<file path="src/rtl/id_issue_buffer.sv">
// id_issue_buffer: multi-port in-order FIFO between parallel decoders and the issue stage
module id_issue_buffer #(
  parameter int unsigned NR_PORTS   = 2,
  parameter int unsigned DEPTH      = 4,
  parameter int unsigned DATA_WIDTH = 64
) (
  input  logic                           clk_i,
  input  logic                           rst_ni,
  input  logic                           flush_i,
  input  logic                           flush_unissued_instr_i,
  input  logic [NR_PORTS-1:0]            fetch_entry_valid_i,
  input  logic [NR_PORTS*DATA_WIDTH-1:0] fetch_entry_i,
  input  logic [NR_PORTS-1:0]            fetch_is_ctrl_flow_i,
  output logic [NR_PORTS-1:0]            fetch_entry_ready_o,
  output logic [NR_PORTS-1:0]            xif_issue_valid_o,
  input  logic [NR_PORTS-1:0]            xif_issue_ready_i,
  output logic [DATA_WIDTH-1:0]          issue_entry_o,
  output logic                           issue_entry_valid_o,
  output logic                           is_ctrl_flow_o,
  input  logic                           issue_instr_ack_i,
  output logic [$clog2(DEPTH):0]         occupancy_o
);
  localparam int unsigned PW = DEPTH > 1 ? $clog2(DEPTH) : 1;
  localparam int unsigned CW = $clog2(DEPTH) + 1;
  logic [DATA_WIDTH-1:0] r_data [DEPTH];
  logic [DEPTH-1:0]      r_ctrl, r_valid;
  logic [PW-1:0]         r_rptr, r_wptr;
  logic [CW-1:0]         r_count, w_k;
  logic [CW:0]           w_free;
  logic                  w_pop, w_gate;
  logic [NR_PORTS-1:0]   w_xv, w_acc;
  logic [PW-1:0]         w_idx [NR_PORTS];
  assign w_pop  = issue_instr_ack_i & (r_count != '0);
  assign w_gate = ~flush_i & ~flush_unissued_instr_i;
  assign w_free = (CW+1)'(DEPTH) - {1'b0, r_count} + (CW+1)'(w_pop);
  // a refused port, or a pushed control-flow entry, stops every younger port
  always_comb begin
    logic pf;
    pf    = 1'b1;
    w_xv  = '0;
    w_acc = '0;
    w_k   = '0;
    for (int p = 0; p < NR_PORTS; p++) begin
      w_xv[p]  = w_gate & fetch_entry_valid_i[p] & pf & ((CW+1)'(p) < w_free);
      w_acc[p] = w_xv[p] & xif_issue_ready_i[p];
      pf       = w_acc[p] & ~fetch_is_ctrl_flow_i[p];
      w_k      = w_k + CW'(w_acc[p]);
      w_idx[p] = PW'((int'(r_wptr) + p) % DEPTH);
    end
  end
  assign xif_issue_valid_o   = w_xv;
  assign fetch_entry_ready_o = w_acc;
  assign issue_entry_o       = r_valid[r_rptr] ? r_data[r_rptr] : '0;
  assign is_ctrl_flow_o      = r_valid[r_rptr] & r_ctrl[r_rptr];
  assign issue_entry_valid_o = r_count != '0;
  assign occupancy_o         = r_count;
  always_ff @(posedge clk_i or negedge rst_ni) begin
    if (!rst_ni) begin
      r_rptr  <= '0;
      r_wptr  <= '0;
      r_count <= '0;
      r_valid <= '0;
      r_ctrl  <= '0;
      for (int d = 0; d < DEPTH; d++) r_data[d] <= '0;
    end else if (flush_i) begin
      r_rptr  <= '0;
      r_wptr  <= '0;
      r_count <= '0;
      r_valid <= '0;
    end else begin
      if (w_pop) begin
        r_valid[r_rptr] <= 1'b0;
        r_rptr          <= PW'((int'(r_rptr) + 1) % DEPTH);
      end
      for (int p = 0; p < NR_PORTS; p++) begin
        if (w_acc[p]) begin
          r_data[w_idx[p]]  <= fetch_entry_i[p*DATA_WIDTH +: DATA_WIDTH];
          r_ctrl[w_idx[p]]  <= fetch_is_ctrl_flow_i[p];
          r_valid[w_idx[p]] <= 1'b1;
        end
      end
      r_wptr  <= PW'((int'(r_wptr) + int'(w_k)) % DEPTH);
      r_count <= r_count + w_k - CW'(w_pop);
    end
  end
endmodule

</file>
<file path="config.mk">
export PLATFORM = sky130hd
export DESIGN_NAME = id_issue_buffer
export DESIGN_NICKNAME = d
export VERILOG_FILES = /design/src/rtl/id_issue_buffer.sv
export SDC_FILE = /design/constraint.sdc
export NUM_CORES = 1
export LEC_CHECK = 0
export BUFFER_PORTS_ARGS = -buffer_cell sky130_fd_sc_hd__buf_2
export CAP_MARGIN = 20
export CORE_ASPECT_RATIO = 0.75
export CORE_MARGIN = 2
export CORE_UTILIZATION = 40
export DETAILED_ROUTE_END_ITERATION = 6
export SLEW_MARGIN = 30
export SYNTH_ARGS = -nofsm -noshare
export SYNTH_HDL_FRONTEND = slang
export SYNTH_SLANG_ARGS = --single-unit
</file>
<file path="constraint.sdc">
create_clock -name clk_i -period 5 [get_ports clk_i]
set_clock_uncertainty 0.2 [all_clocks]
set_input_delay 1 -clock clk_i [delete_from_list [all_inputs] [get_ports clk_i]]
set_output_delay 1 -clock clk_i [all_outputs]
set_load 0.005 [all_outputs]
</file>
Word level (Yosys, flattened, before mapping) --
Cells that the tools add are included. W data, S select, Z words.
Storage, ports and cells: register bits 271, output and inout bits 73, word-level logic and storage cells 96
Cells by class: $add $sub $neg 8, magnitude comparators 13, mux-type cells 38, bitwise logic cells 21, reduce and logical (&&, ||, !) cells 7
Operator list (count):
- $mux W256 | 3
- $bwmux W256 | 2
- $mux W64 | 5
- $demux W64 S2 | 2
- $bmux W64 S2 | 1
- $mux W4 | 9
- $and A1 B1 Y1 | 11
- $ge A3 B3 Y1 const B | 3
- $lt A2 B3 Y1 const B | 3
- $not A2 Y3 | 3
- $bwmux W4 | 2
- $lt A1 B4 Y1 const A | 2
- $or A4 B4 Y4 | 2
- $demux W1 S2 | 3
- $ge A2 B1 Y1 const B | 3
- $lt A3 B1 Y1 const B | 2
- $mux W2 | 3
- $logic_and A1 B1 Y1 | 5
- $mux W1 | 5
- $add A2 B1 Y2 const B | 2
- $add A4 B1 Y4 | 1
- $and A4 B4 Y4 | 1
- $bmux W1 S2 | 2
- $not A4 Y4 | 1
- 9 further kinds | 11

Depth between registers and ports, before layout --
Gate-level depths: netlist of the first run.
word-level depth 14, mapped depth 21

Worst setup path before layout of the first run --
Ideal clock, no wire load.
kind in2reg, start input issue_instr_ack_i, end register r_count[2], in the netlist occupancy_o[2], setup time 132 ps, arrival 4243 ps, data required time 4668 ps, path slack 425 ps, stages 19, cells stage by stage and2_1 -> clkbuf_1 -> inv_1 -> ha_1 -> inv_1 -> ha_1 -> nor4b_1 -> a211oi_4 -> and2_1 -> ha_1 -> inv_1 -> ha_1 -> inv_1 -> ha_1 -> inv_1 -> fa_1 -> xnor2_1 -> xnor2_1 -> nor2_1
On the way: longest elaborated chain between the ends 13
Ends and longest elaborated chain:
- from (decl) | RTL line 20 | input logic issue_instr_ack_i,
- $and A1 B1 Y1 (*) | RTL line 33 | assign w_pop = issue_instr_ack_i & (r_count != '0);
- $add A4 B1 Y4 (*) | RTL line 35 | assign w_free = (CW+1)'(DEPTH) - {1'b0, r_count} + (CW+1)'(w_pop);
- $lt A1 B4 Y1 (*) | RTL line 44 | w_xv[p] = w_gate & fetch_entry_valid_i[p] & pf & ((CW+1)'(p) < w_free);
- $and A1 B1 Y1 (*) | RTL line 44
- net xif_issue_valid_o[0] | RTL line 15 | output logic [NR_PORTS-1:0] xif_issue_valid_o,
- $and A1 B1 Y1 (*) | RTL line 45 | w_acc[p] = w_xv[p] & xif_issue_ready_i[p];
- net fetch_entry_ready_o[0] | RTL line 14 | output logic [NR_PORTS-1:0] fetch_entry_ready_o,
- $and A1 B1 Y1 | RTL line 46 | pf = w_acc[p] & ~fetch_is_ctrl_flow_i[p];
- $and A1 B1 Y1 (2 in series) | RTL line 44
- $and A1 B1 Y1 | RTL line 45
- $add A1 B1 Y2 (*) | RTL line 47 | w_k = w_k + CW'(w_acc[p]);
- $add A3 B2 Y3 (*) | RTL line 83 | r_count <= r_count + w_k - CW'(w_pop);
- $sub A3 B1 Y3 (*) | RTL line 83
- $mux W3 (*) | RTL line 65 | end else if (flush_i) begin
- to (signal assigned) | RTL line 83
- to (decl) | RTL line 28 | logic [CW-1:0] r_count, w_k;
The timed path passes the listed nets; every way through them passes the cells marked *. A chain may end at the register's enable or synchronous reset.

Worst setup path after layout of the first run --
start register r_count[2], in the netlist occupancy_o[2], end output xif_issue_valid_o[1]
On the way: longest elaborated chain between the ends 9
Ends and longest elaborated chain (RTL line):
- parallel branches: the longest is 2 deep, another holds $sub A3 B3 Y4
- $add A4 B1 Y4 (*) | 35
- $lt A1 B4 Y1 | 44
- $and A1 B1 Y1 | 44
- $and A1 B1 Y1 | 45
- $and A1 B1 Y1 | 46
- $and A1 B1 Y1 | 44
- $and A1 B1 Y1 (*) | 44
- to (decl) | 15
Every way passes the cells marked *.

==> results of run 1 <==
==> sequential cells by signal, indices dropped and copies added, names as in the netlist <==
| register | count |
|---|---|
| r_valid | 4 |
| r_rptr | 2 |
| r_ctrl | 4 |
| r_wptr | 2 |
| r_data | 256 |
| occupancy_o | 3 |
==> placed cells by master (no fill, tap or decap), types with 2 or more instances in the layout <==
master / Yosys / layout
clkbuf_8: 0 / 5
clkinv_2: 0 / 6
dfrtp_1: 271 / 269
inv_1: 204 / 204
dfrtp_4: 0 / 2
nor4b_1: 2 / 2
diode_2: 0 / 6
o22ai_1: 260 / 260
clkinvlp_4: 0 / 5
nor2_1: 72 / 72
ha_1: 11 / 11
bufinv_16: 0 / 7
buf_12: 0 / 14
and3_2: 0 / 2
nand2_1: 12 / 12
and2_2: 0 / 3
mux4_2: 65 / 65
buf_2: 61 / 210
nor2b_1: 72 / 72
clkbuf_16: 0 / 31
nand3_2: 0 / 6
and2_1: 5 / 2
a21oi_1: 199 / 199
xnor2_1: 4 / 4
nor3_1: 65 / 65
nand4_1: 2 / 2
buf_4: 0 / 14
==> metrics by stage <==
stage / util (%) / total power, W / instance area [µm²]
after global placement: 45.3 / 0.00507 / 15200
after CTS: 48.7 / 0.00770 / 16300
after global routing: 48.8 / 0.00806 / 16300
after detailed placement: 45.3 / 0.00515 / 15200
final: 48.8 / 0.00765 / 16300
after floorplan: - / 0.00444 / 13600
==> path summary, 6_finish.rpt <==
| path | end | cells after the start |
|---|---|---|
| hold reg to reg | r_data[118] | 2 |
| setup reg to reg | occupancy_o[2] | 20 |
| setup / recovery | xif_issue_valid_o[1] | 11 |
| hold / removal | r_data[209] | 1 |
| max in group asynchronous | r_data[107] | 2 |
| min in group clk_i | r_data[118] | 2 |
==> routing by layer <==
layer  routed length (µm)  part of all wire, %  GRT usage, %  vias up
met1                19900                   44          36.8     6001
li1                     -                    -             -     5233
met3                 3860                  8.6          4.83       72
met2                20600                   46          38.9      599
met5                   23                0.051             0        -
met4                  735                  1.6          6.60        4
==> kinds of logic (layout without fill, tap and decap cells) <==
group / Yosys count / after routing / synth area share (%)
other: 0 / 6 / 0
muxes: 67 / 67 / 10.9
buffers and inverters: 319 / 499 / 9.34
and+or+nand+nor: 242 / 242 / 9.00
DFF: 271 / 271 / 49.8
adders and majority gates: 12 / 12 / 1.16
AOI/OAI and AO/OA: 463 / 463 / 19.5
xor gates and xnor gates: 5 / 5 / 0.321
==> area by class of cell <==
cell class              count  area, µm²  area share, %
well taps                 450        563           3.44
clock inverters            19        294           1.80
clock buffers              37        848           5.19
repair buffers            239       1450           8.88
flip-flops and latches    271       6790           41.5
diodes                      6       15.0         0.0918
multi-input cells         789       5620           34.4
inverters                 204        766           4.68
==> where the power goes <==
| group | leakage, nW | internal, W | switching (W) | total, W |
|---|---|---|---|---|
| Clock | 0.549 | 0.00157 | 0.000974 | 0.00254 |
| Sequential | 2.95 | 0.00271 | 0.000355 | 0.00307 |
| Combinational | 4.45 | 0.00112 | 0.000924 | 0.00204 |
| Total | 7.95 | 0.00540 | 0.00225 | 0.00765 |
==> impl_metrics.tcl, run 1 <==
set metrics [dict create \
    drt-initial-drc-count 1225 \
    worstPathCellList "or3_1 -> and2_1 -> inv_1 -> ha_1 -> inv_1 -> ha_1 -> nor4b_1 -> a211oi_4 -> and2_1 -> nor2b_1 -> buf_2" \
    fin_hold_ws_ps 266 \
    fin_ws_ps 320 \
    leakage_nw 7.95 \
    fmax_mhz 214 \
    synth_largest_area_cell "dfrtp_1" \
    ir_drop_v 0.000248 \
    ff2ff_setup_slack_ps 350 \
    io_pins 212 \
    yosysWarnings 0 \
    synth_nets 1530 \
    grt_antenna_before_repair 8 \
    slew_violations 0 \
    synth_area_leaders "dfrtp_1, o22ai_1, mux4_2, a21oi_1, inv_1" \
    rsz0062_at_grt "false" \
    slew_headroom_pct 31.8 \
    cts_resized 0 \
    grt_pass1_wl_um 70100 \
    setup.worst_path.start_class "flop" \
    fin_crit_ps 4680 \
    htree_num_levels 1 \
    wl_per_cell_um 22.4 \
    grt_overflow 0 \
    start_util_pct 40.7 \
    synth-edff-count 0 \
    nFillCells 3149 \
    vias_per_cell 5.91 \
    fin_setup_tns_ps 0 \
    worst_slew_pin_slew_ps 1020 \
    firstDrtPassIters 5 \
    path_clk_slew_ps 60 \
    grt_util_all_layers_pct 25.3 \
    fin_nets 1686 \
    cts_buffer_depth 3 \
    crit_buf_inv 3 \
    cts_setup_buffers 0 \
    synthFlopType "dfrtp_1" \
    die_w_um 217 \
    worst_ep_required_time_ps 3800 \
    cp_slowest_cell "nor4b_1" \
    dp_hpwl_um 25200 \
    cts_tree "yes" \
    setup-violations-final 0 \
    dieArea_mm2 0.0356 \
    ant_nets 0 \
    power_density_mw_per_mm2 468 \
    numPortBuffers 211 \
    synth_area_mm2 0.0136 \
    yosys.area.top_type_share_pct 49.8 \
    cts_inserted_buffers 30 \
    drive_gt1_share_pct 24.1 \
    dpl.cell_count 1953 \
    root_buffer "clkbuf_16" \
    area_growth_pct 19.9 \
    yosysSeqAreaShare_pct 49.8 \
    cp.arrival_ps 3480 \
    slowest_delay_ps 500 \
    end_kind "output port" \
    hold_path.class "in2async" \
    totalWireLength_um 45100 \
    cp_top_family "simple AND/OR/NAND/NOR gates" \
    async_reset_ff_share_pct 100 \
    crit_type "reg2out" \
    synthCells 1379 \
    clk_latency_ps 570 \
    grt_max_degree 104 \
    place_ws_ps 124 \
    min_period_over_period_pct 93.6 \
    row_count 58 \
    cp-startpoint "occupancy_o[2]" \
    synth_cell_types 30 \
    grt_pass1_vias 11890 \
    cap_violations 0 \
    core_mm2 0.0335 \
    status "complete, no violations" \
    drc 0 \
    ys_seq_elements 271 \
    via_count 11909 \
    cts_hold_buf 0 \
    cts.sink_count 271 \
    r2r_start "occupancy_o[2]" \
    yosys-top-cells-count "dfrtp_1, o22ai_1, inv_1" \
    place.gp.congestion 0.793 \
    hold_viol 0 \
    instances_no_fill 2015 \
    syn_avg_cell_area_um2 9.88 \
    path_max_fanout 8 \
    die_y_um 164 \
    synthMostInstantiatedCell "dfrtp_1" \
]
(Power assumes the default switching activity.)
==> run 2: changes to the inputs <==
--- a/config.mk
+++ b/config.mk
@@ -11,6 +11,7 @@
 export CORE_MARGIN = 2
 export CORE_UTILIZATION = 40
 export DETAILED_ROUTE_END_ITERATION = 6
+export MAX_ROUTING_LAYER = met4
 export SLEW_MARGIN = 30
 export SYNTH_ARGS = -nofsm -noshare
 export SYNTH_HDL_FRONTEND = slang
==> impl_metrics.tcl, run 2 (same netlist as run 1, synthesis figures left out) <==
set metrics [dict create \
    status "complete, no violations" \
    totalWireLength_um 45200 \
    start_util_pct 40.7 \
    io_pins 212 \
    ir_drop_v 0.000248 \
    top_register "r_data" \
    end_kind "output port" \
    cts_hold_buf 0 \
    rsz0062_at_grt "false" \
    setup-violations-final 0 \
    drive_gt1_share_pct 24.1 \
    fin_nets 1686 \
    ant_nets 0 \
    root_buffer "clkbuf_16" \
    slew_headroom_pct 30.5 \
    numPortBuffers 211 \
    cts_setup_buffers 0 \
    power_density_mw_per_mm2 468 \
    vias_per_cell 5.90 \
    cts_resized 0 \
    worst_ep_required_time_ps 3800 \
    fmax_mhz 214 \
    firstDrtPassIters 5 \
    worst_slew_pin_slew_ps 1040 \
    multiInputGateArea_mm2 0.00562 \
    cap_violations 0 \
    cts.sink_count 271 \
    crit_type "reg2out" \
    grt_util_all_layers_pct 26.0 \
    fin_crit_ps 4680 \
    hold_viol 0 \
    dp_hpwl_um 25200 \
    via_count 11906 \
    cp.arrival_ps 3480 \
    drt-initial-drc-count 1188 \
    clk_latency_ps 570 \
    cts_buffer_depth 3 \
    instances_no_fill 2017 \
    path_max_fanout 8 \
    hold_path.class "in2async" \
    grt_antenna_before_repair 8 \
    nFillCells 3147 \
    grt_overflow 0 \
    largestRegisters "r_data x256, r_ctrl x4, r_valid x4" \
    die_y_um 164 \
    final_common_cell "dfrtp_1" \
    path_clk_slew_ps 70 \
    cts_inserted_buffers 30 \
    die_w_um 217 \
    grt_pass1_vias 11878 \
    cts_tree "yes" \
    dpl.cell_count 1953 \
    wl_per_cell_um 22.4 \
    area_growth_pct 20.0 \
    regArea_mm2 0.00679 \
    slew_violations 0 \
    place.gp.congestion 0.804 \
    grt_pass1_wl_um 70000 \
    htree_num_levels 1 \
    leakage_nw 7.95 \
    dieArea_mm2 0.0356 \
    row_count 58 \
    layout_common_cells "dfrtp_1, o22ai_1, buf_2" \
    drc 0 \
    setup.worst_path.start_class "flop" \
    fin_setup_tns_ps 0 \
    largest_reg_flops 256 \
    core_mm2 0.0335 \
    min_period_over_period_pct 93.6 \
    grt_max_degree 104 \
]
run 2: final timing paths:
path	end	cells past startpoint	slack (ps)	start
worst max-delay path	xif_issue_valid_o[1]	11	320	occupancy_o[2]
worst min-delay path	r_data[209]	1	260	rst_ni
worst max register to register	occupancy_o[2]	20	340	occupancy_o[2]
worst min register to register	r_data[118]	2	300	r_data[118]
max in group asynchronous	r_data[43]	2	3290	rst_ni
min in group clk_i	r_data[118]	2	300	r_data[118]
run 2: routing by layer:
layer	GRT usage (%)	wire length (µm)	vias up
met1	36.8	20000	5952
met3	4.70	4090	76
met4	6.60	775	0
met2	38.9	20400	644
met5	-	0	-
li1	-	-	5234
run 2: where the power goes:
| part | total [W] | internal (W) | switching, W |
|---|---|---|---|
| sequential | 0.00307 | 0.00271 | 0.000355 |
| clock | 0.00254 | 0.00157 | 0.000976 |
| combinational | 0.00204 | 0.00112 | 0.000923 |
| total | 0.00765 | 0.00540 | 0.00225 |
run 2: through the flow:
step                total power (W)  hold slack, ps  area (µm²)  util, %  setup slack (ps)
finish                      0.00765             261       16400     48.8               321
global route                0.00806             314       16400     48.8              26.2
CTS                         0.00770             302       16300     48.7               289
detailed placement          0.00515             292       15200     45.3               124
global placement            0.00507             287       15200     45.3               237
floorplan                   0.00444             269       13600        -               425
run 2: cell type report:
cell class,instances,area share (%)
clock buffers,37,5.19
repair buffers,239,8.87
flip-flops and latches,271,41.5
clock inverters,19,1.80
diodes,8,0.122
inverters,204,4.68
well taps,450,3.44
multi-input cells,789,34.4
run 2: worst max-delay path, stage by stage (launching register included):
cell,delay (ps)
dfrtp_1,450
or3_1,410
and2_1,280
inv_1,120
ha_1,170
inv_1,50
ha_1,300
nor4b_1,500
a211oi_4,140
and2_1,230
nor2b_1,140
buf_2,120
==> run 3: changes to the inputs <==
--- a/config.mk
+++ b/config.mk
@@ -8,7 +8,7 @@
 export BUFFER_PORTS_ARGS = -buffer_cell sky130_fd_sc_hd__buf_2
 export CAP_MARGIN = 20
 export CORE_ASPECT_RATIO = 0.75
-export CORE_MARGIN = 2
+export CORE_MARGIN = 8
 export CORE_UTILIZATION = 40
 export DETAILED_ROUTE_END_ITERATION = 6
 export MAX_ROUTING_LAYER = met4
==> constraint.sdc (replaced) <==
create_clock -name clk_i -period 3.95 [get_ports clk_i]
set_clock_uncertainty 0.2 [all_clocks]
set_input_delay 0.79 -clock clk_i [delete_from_list [all_inputs] [get_ports clk_i]]
set_output_delay 0.79 -clock clk_i [all_outputs]
set_load 0.005 [all_outputs]
==> impl_metrics.tcl, run 3 (same netlist as run 1, synthesis figures left out) <==
set metrics [dict create \
    final_common_cell "dfrtp_1" \
    swShare_pct 29.3 \
    r2r_start "occupancy_o[1]" \
    rsz0062_at_grt "true" \
    ant_nets 0 \
    grt_pass1_wl_um 71800 \
    row_count 58 \
    grt_pass1_vias 12333 \
    largest_reg_flops 256 \
    crit_type "reg2out" \
    numPortBuffers 211 \
    p_sw_w 0.00285 \
    leakage_nw 8.03 \
    ir_drop_v 0.000339 \
    drc 0 \
    cts_hold_buf 0 \
    hold_viol 0 \
    multiInputGateArea_mm2 0.00573 \
    die_w_um 229 \
    top_register "r_data" \
    totalWireLength_um 46100 \
    die_y_um 176 \
    setup-violations-final 0 \
    cp.arrival_ps 2840 \
    via_count 11790 \
    root_buffer "clkbuf_16" \
    power_density_mw_per_mm2 588 \
    worst_ep_required_time_ps 2960 \
    ff2ff_setup_slack_ps 210 \
    r2r_cells 20 \
    drt-initial-drc-count 1064 \
    fin_setup_tns_ps 0 \
    slew_violations 0 \
    dieArea_mm2 0.0403 \
    clkPwrFrac_pct 31.9 \
    largestRegisters "r_data x256, r_ctrl x4, r_valid x4" \
    seqPwrFrac_pct 39.4 \
    internal-power_w 0.00687 \
    fin_crit_ps 3830 \
    cts_buffer_depth 3 \
    hold_path.class "in2async" \
    nFillCells 3171 \
    cp-startpoint "occupancy_o[1]" \
    clk_latency_ps 560 \
    firstDrtPassIters 5 \
    worst_slew_pin_slew_ps 840 \
    power_frac_comb_pct 28.7 \
    layout_common_cells "dfrtp_1, o22ai_1, buf_2" \
    status "complete, no violations" \
    instances_no_fill 2035 \
    dp_hpwl_um 26900 \
    min_period_over_period_pct 97.1 \
    grt_antenna_before_repair 9 \
    start_util_pct 40.7 \
    fin_nets 1704 \
    grt_max_degree 96 \
    grt_util_all_layers_pct 22.8 \
    cap_violations 0 \
    path_clk_slew_ps 60 \
    place.gp.congestion 0.775 \
    io_pins 212 \
    area_growth_pct 21.4 \
    regArea_mm2 0.00679 \
    cts_inserted_buffers 30 \
    vias_per_cell 5.79 \
    dpl.cell_count 1971 \
    grt_overflow 0 \
    fmax_mhz 261 \
    core_mm2 0.0335 \
    path_max_fanout 3 \
    setup.worst_path.start_class "flop" \
    power_w 0.00973 \
    slew_headroom_pct 44.0 \
    htree_num_levels 1 \
    cts.sink_count 271 \
    cts_tree "yes" \
    end_kind "output port" \
    wl_per_cell_um 22.6 \
    drive_gt1_share_pct 25.8 \
]
run 3: changes by cell type in the layout (fill, tap and decap cells not counted), sizes merged:
cell and delta:
buf +18, bufinv -2, clkbuf +5, clkinvlp -4, diode +1
run 3: repair_timing:
action,4_1_cts,5_1_grt
gates resized for setup,1,0
setup buffers,0,0
pin swaps,0,0
endpoints found under the setup margin,1,1
run 3: stage by stage:
| stage | instance area, µm² | hold slack, ps | setup WS (ps) | utilization, % |
|---|---|---|---|---|
| 2_1_floorplan | 13700 | 269 | 4.35 | - |
| 3_3_place_gp | 15400 | 284 | 91.4 | 46.0 |
| 3_5_place_dp | 15400 | 292 | 71.2 | 46.0 |
| 4_1_cts | 16500 | 102 | 44.6 | 49.3 |
| 5_1_grt | 16600 | 135 | -8.11 | 49.4 |
| 6_report | 16600 | 91.2 | 116 | 49.4 |
run 3: worst max-delay path, stage by stage, from the launching register on:
cell	delay (ps)
dfrtp_1	380
or3_4	390
and2_4	160
inv_4	50
ha_4	120
inv_2	40
ha_4	160
and4bb_2	250
a211oi_4	260
and2_4	200
nor2b_2	150
buf_2	130
run 3: path summary, 6_finish.rpt:
path,endpoint
min in group clk_i,r_data[92]
hold / removal,r_data[213]
setup / recovery,xif_issue_valid_o[1]
max in group asynchronous,r_data[164]
hold reg to reg,r_data[92]
setup reg to reg,occupancy_o[2]
run 3: per-layer routing:
layer  wire length [µm]  GRT usage (%)  vias to the layer above
li1                   -              -                     5279
met1              20500           30.2                     5917
met2              21700           36.1                      518
met3               2940           3.80                       76
met4                935           6.39                        0
met5                  0              -                        -
run 3: layout make-up:
type                            instances  area share [%]
Inverter                              204            4.64
Sequential cell                       271            41.0
Clock buffer                           42            5.48
Timing Repair Buffer                  257            9.51
Clock inverter                         13            1.16
Antenna cell                            9           0.136
Tap cell                              450            3.40
Multi-Input combinational cell        789            34.6
run 3: power by group through the flow:
stage	clock network (W)	logic [W]	registers [W]
6_report	0.00310	0.00279	0.00383
5_1_grt	0.00325	0.00308	0.00391
4_1_cts	0.00315	0.00282	0.00382
3_5_place_dp	0	0.00281	0.00386
3_3_place_gp	0	0.00276	0.00385
2_1_floorplan	0	0.00200	0.00372
